[src/rtl/adder_8bit_pkg.sv]
// Shared width constant and word type for the registered 8-bit ripple-carry adder.
package adder_8bit_pkg;

  localparam int ADDER_W = 8;

  typedef logic [ADDER_W-1:0] add_word_t;

endpackage : adder_8bit_pkg

[src/rtl/full_adder.sv]
// One-bit full-adder cell; chained by adder_8bit to form the ripple-carry core.
module full_adder (
  input  logic x,
  input  logic y,
  input  logic ci,
  output logic s,
  output logic co
);

  logic w_p;

  assign w_p = x ^ y;
  assign s   = w_p ^ ci;
  assign co  = (x & y) | (ci & w_p);

endmodule : full_adder

[src/rtl/adder_8bit.sv]
// Registered 8-bit ripple-carry adder with carry-in/out and a one-cycle valid flag.
// Optional signed-overflow output is enabled by defining ADDER_8BIT_OVF_EN.
module adder_8bit
  import adder_8bit_pkg::*;
(
  input  logic                clk,
  input  logic                rst,
  input  logic                in_valid,
  input  logic [ADDER_W-1:0]  a,
  input  logic [ADDER_W-1:0]  b,
  input  logic                cin,
  output logic [ADDER_W-1:0]  out,
  output logic                cout,
  output logic                out_valid
`ifdef ADDER_8BIT_OVF_EN
  ,
  output logic                ovf
`endif
);

  logic [ADDER_W:0] w_c;
  add_word_t        w_sum;

  add_word_t        r_out;
  logic             r_cout;
  logic             r_out_valid;

  assign w_c[0] = cin;

  // c[8] is the slow path: it ripples through every cell from cin/a[0].
  for (genvar g = 0; g < ADDER_W; g++) begin : g_cell
    full_adder u_fa (
      .x  (a[g]),
      .y  (b[g]),
      .ci (w_c[g]),
      .s  (w_sum[g]),
      .co (w_c[g+1])
    );
  end

  // NOTE: sequential state uses non-blocking assignments so every register
  // samples pre-edge values regardless of statement order.
  always_ff @(posedge clk) begin
    if (rst) begin
      r_out  <= '0;
      r_cout <= 1'b0;
    end else if (in_valid) begin
      r_out  <= w_sum;
      r_cout <= w_c[ADDER_W];
    end
  end

  // The valid flag follows in_valid, so it pulses once per accepted input.
  always_ff @(posedge clk) begin
    if (rst) begin
      r_out_valid <= 1'b0;
    end else begin
      r_out_valid <= in_valid;
    end
  end

  assign out       = r_out;
  assign cout      = r_cout;
  assign out_valid = r_out_valid;

`ifdef ADDER_8BIT_OVF_EN
  logic r_ovf;

  // Carries into and out of the sign bit disagree exactly on signed overflow.
  always_ff @(posedge clk) begin
    if (rst) begin
      r_ovf <= 1'b0;
    end else if (in_valid) begin
      r_ovf <= w_c[ADDER_W-1] ^ w_c[ADDER_W];
    end
  end

  assign ovf = r_ovf;
`endif

endmodule : adder_8bit

[config.mk]
export PLATFORM = sky130hd
export DESIGN_NAME = adder_8bit
export DESIGN_NICKNAME = d
export VERILOG_FILES = /design/src/rtl/adder_8bit_pkg.sv /design/src/rtl/full_adder.sv /design/src/rtl/adder_8bit.sv
export SDC_FILE = /design/constraint.sdc
export NUM_CORES = 1
export LEC_CHECK = 0
export CORE_MARGIN = 2
export CORE_UTILIZATION = 36
export CTS_CLUSTER_DIAMETER = 40
export DETAILED_ROUTE_END_ITERATION = 8
export PLACE_DENSITY = 0.76
export REMOVE_ABC_BUFFERS = 1
export SLEW_MARGIN = 20
export SYNTH_ARGS = -nofsm -noshare
export SYNTH_HDL_FRONTEND = slang
export SYNTH_SLANG_ARGS = --single-unit
[constraint.sdc]
create_clock -name clk -period 5.41 [get_ports clk]
set_input_delay 1.082 -clock clk [delete_from_list [all_inputs] [get_ports clk]]
set_output_delay 1.082 -clock clk [all_outputs]
set_load 0.05 [all_outputs]
Word-level counts from Yosys, hierarchy flattened
Cells that the tools add are included.

cells by class
  bitwise operators = 40

operator list
  kind         count
  $and 1x1->1  16
  $xor 1x1->1  16
  $or 1x1->1   8

word-level totals
  output and inout port bits = 10
  bits of input ports = 20
  word-level logic and storage cells = 43
  register bits after elaboration = 10

Depth between registers and ports, before layout
  depth in word-level cells = 17
  gate-level depth with buffers = 12
  mapped depth without buffers = 12

Modules after synthesis
A second synthesis with hierarchy kept.

unflattened totals
  cells, all modules = 39
  area, all modules = 506.7 µm²

by module, submodules not included
  module      seq. area each (µm²)  area each (µm²)  instances  cells each
  adder_8bit  200.2                 346.6            1          31
  full_adder  0.0                   20.0             8          1

Worst setup path after synthesis
OpenSTA, ideal clock, no wires.

  kind = input to register
  start = in a[0]
  end = reg r_out[7] (netlist: out[7])
  stages = 12
  setup slack = 1.071 ns
  arrival = 4.259 ns
  path buffers = 0
  library setup time = 0.080 ns
  data required time = 5.330 ns
  cell sequence = inv_1 -> fa_1 -> inv_1 -> fa_1 -> fa_1 -> fa_1 -> fa_1 -> fa_1 -> fa_1 -> inv_1 -> fa_1 -> a211oi_2

on the way
  word-level cells in the longest chain between the ends = 16
  elaborated cells between the ends (all ways) = 17
  classes of those cells = bitwise (17)

RTL lines
  what                    RTL line          RTL
  start: declaration      adder_8bit.sv:9   input logic [ADDER_W-1:0] a,
  $xor 1x1->1             full_adder.sv:12  assign w_p = x ^ y;
  $and 1x1->1             full_adder.sv:14  assign co = (x & y) | (ci & w_p);
  $or 1x1->1 *            full_adder.sv:14
  $and 1x1->1 *           full_adder.sv:14
  $or 1x1->1 *            full_adder.sv:14
  $and 1x1->1 *           full_adder.sv:14
  $or 1x1->1 *            full_adder.sv:14
  $and 1x1->1 *           full_adder.sv:14
  $or 1x1->1 *            full_adder.sv:14
  $and 1x1->1 *           full_adder.sv:14
  $or 1x1->1 *            full_adder.sv:14
  $and 1x1->1 *           full_adder.sv:14
  $or 1x1->1 *            full_adder.sv:14
  $and 1x1->1 *           full_adder.sv:14
  $or 1x1->1 *            full_adder.sv:14
  $xor 1x1->1 *           full_adder.sv:13  assign s = w_p ^ ci;
  end signal: assignment  adder_8bit.sv:48  r_out <= w_sum;
  end: declaration        adder_8bit.sv:24  add_word_t r_out;

Mark *: on every way between the ends. The rest lies on a longest branch, timed or not.
A chain may end at the register's enable or synchronous reset.

Final worst setup path
Same ends and word-level chain as after synthesis.

==> results_dict.tcl <==
set metrics [dict create \
    grt_start_max_net_pins 14 \
    max_cap_viol_count 0 \
    hold_violations 0 \
    clkTransAtPathRegs_ns 0.06 \
    cts_resized 0 \
    yosysWarnings 0 \
    cts_max_level 1 \
    fmax_mhz 216.5 \
    nets 106 \
    drive_above_1_share_pct 6.579 \
    powerDensity_nw_per_um2 253.8 \
    post_cts_buffers 0 \
    dieWidth_um 42.53 \
    status "complete, no violations" \
    grt_pass1_wl_mm 2.021 \
    wirelength_mm 1.071 \
    antenna_cells 0 \
    grt_pass1_vias 455 \
    start_kind "input pin" \
    rsz0062_at_grt "no" \
    ys_seq_area_share_pct 37.47 \
    setup.worst_path.class "in -> reg" \
    dieArea_um2 1808 \
    drc_errors 0 \
    ios 30 \
    fin_skew_ns 0 \
    worstPathArrival_ns 4.80 \
    cts_buffer_depth 2 \
    initial_core_util_pct 39.57 \
    area_growth_pct 59.25 \
    synth.cell_area_um2 534.3 \
    ys_ff_latch 10 \
    ant_nets 0 \
    cts.hold.buffers_added 0 \
    clk_latency_ns 0.26 \
    layout_common_cells "clkdlybuf4s50_1 (29), dfxtp_1 (10), nor2_1 (9), fa_1 (8), inv_1 (7)" \
    clock_sinks 10 \
    worstMarginPinSlew_ns 0.5910 \
    layout_commonest_cell "clkdlybuf4s50_1" \
    pre_cts_ws_ns 0.4864 \
    vias 423 \
    port_buffers 29 \
    cp.required_ns 5.59 \
    ir_drop_v 0.0001411 \
    fin_setup_tns_ns 0 \
    grtUsageTotal_pct 15.37 \
    ys_types 10 \
    n_fill_cell 123 \
    cts_tree "built" \
    coreArea_um2 1350 \
    grt_antenna_before_repair 0 \
    cts_root_buf "clkbuf_4" \
    synth_cells 46 \
    die-height_um 42.53 \
    syn_area_per_cell_um2 11.61 \
    vias_per_cell 4.648 \
    min_period_ns 4.619 \
    slew-limit-headroom_pct 60.48 \
    crit_fanout 1 \
    cellLeakagePower_uw 0.0003619 \
    hp-class "reg -> reg" \
    cp-end-kind "flip-flop" \
    gr-total-overflow 0 \
    report.final.slew_viol_count 0 \
    dp_hpwl_um 884.4 \
    drt_iter0_drc 3 \
    setup_viol 0 \
    cts_buffers 3 \
    place_congestion 0.7093 \
    wire_per_inst_um 11.77 \
    num_rows 13 \
    firstDrtPassIters 2 \
    setup_slack_ns 0.7910 \
    finalCritPeriodShare_pct 85.38 \
]
[path summary, 6_finish.rpt]
kind	from	endpoint	slack [ns]	cells after the start
worst max-delay path	a[0]	out[7]	0.79	13
worst min-delay path	out[0]	out[0]	0.49	2
worst max register to register	out[0]	out[0]	4.74	2
worst min register to register	out[0]	out[0]	0.49	2
[state kept, by name, indices dropped and copies added (netlist names)]
register,cells
out_valid,1
cout,1
out,8
[through the flow]
step	utilization, %	hold slack, ns	instances	total power, uW	cell area [um^2]
after CTS	63.02	0.4888	91	219.0	850.8
after floorplan	-	0.6962	44	132.2	519.2
after global placement	61.35	0.4698	88	168.2	828.3
after global routing	63.02	0.5152	91	230.9	850.8
final	63.02	0.4855	91	215.9	850.8
after detailed placement	61.35	0.4804	88	169.9	828.3
[worst max-delay path, stage by stage]
cell             delay, ns
clkdlybuf4s50_1       0.39
inv_1                 0.08
fa_1                  0.17
inv_1                 0.05
fa_1                  0.37
fa_1                  0.39
fa_1                  0.39
fa_1                  0.40
fa_1                  0.40
fa_1                  0.37
inv_1                 0.07
fa_1                  0.42
a211oi_2              0.23
[cells by family after synthesis]
logic type,synth area share [%]
buf+inv,7.728
fa+ha+maj,29.98
simple gates,7.494
mux,11.24
compound gates,6.089
flops,37.47
[synthesized netlist by cell type, drive strengths merged]
cell,number,area [um^2]
buf,1,11.26
dfxtp,10,200.2
inv,7,26.28
a211oi,3,32.53
clkbuf,1,3.750
mux2i,6,60.06
nor2,9,33.78
nor2b,1,6.260
fa,8,160.2
[power by group]
group          leakage, uW  internal, uW  switching [uW]
Clock            0.0000138          25.6            22.7
Combinational     0.000265          37.0            46.0
Sequential       0.0000829          81.0            3.56
Total             0.000362           144            72.3
[layer usage]
metal | wire (um) | vias up | global-route usage [%]
met1 | 434 | 196 | 18.55
met5 | 0 | - | 0
met4 | 14 | 0 | 7.500
met2 | 522 | 21 | 24.31
met3 | 99 | 2 | 5.172
li1 | - | 204 | -
[final cells by class]
class | instances | area [um^2] | area share [%]
Tap cell | 15 | 18.77 | 2.206
Inverter | 7 | 26.28 | 3.088
Sequential cell | 10 | 200.2 | 23.53
Timing Repair Buffer | 29 | 290.3 | 34.12
Clock buffer | 3 | 22.52 | 2.647
Multi-Input combinational cell | 27 | 292.8 | 34.41
Power figures use the tool's default switching activity.
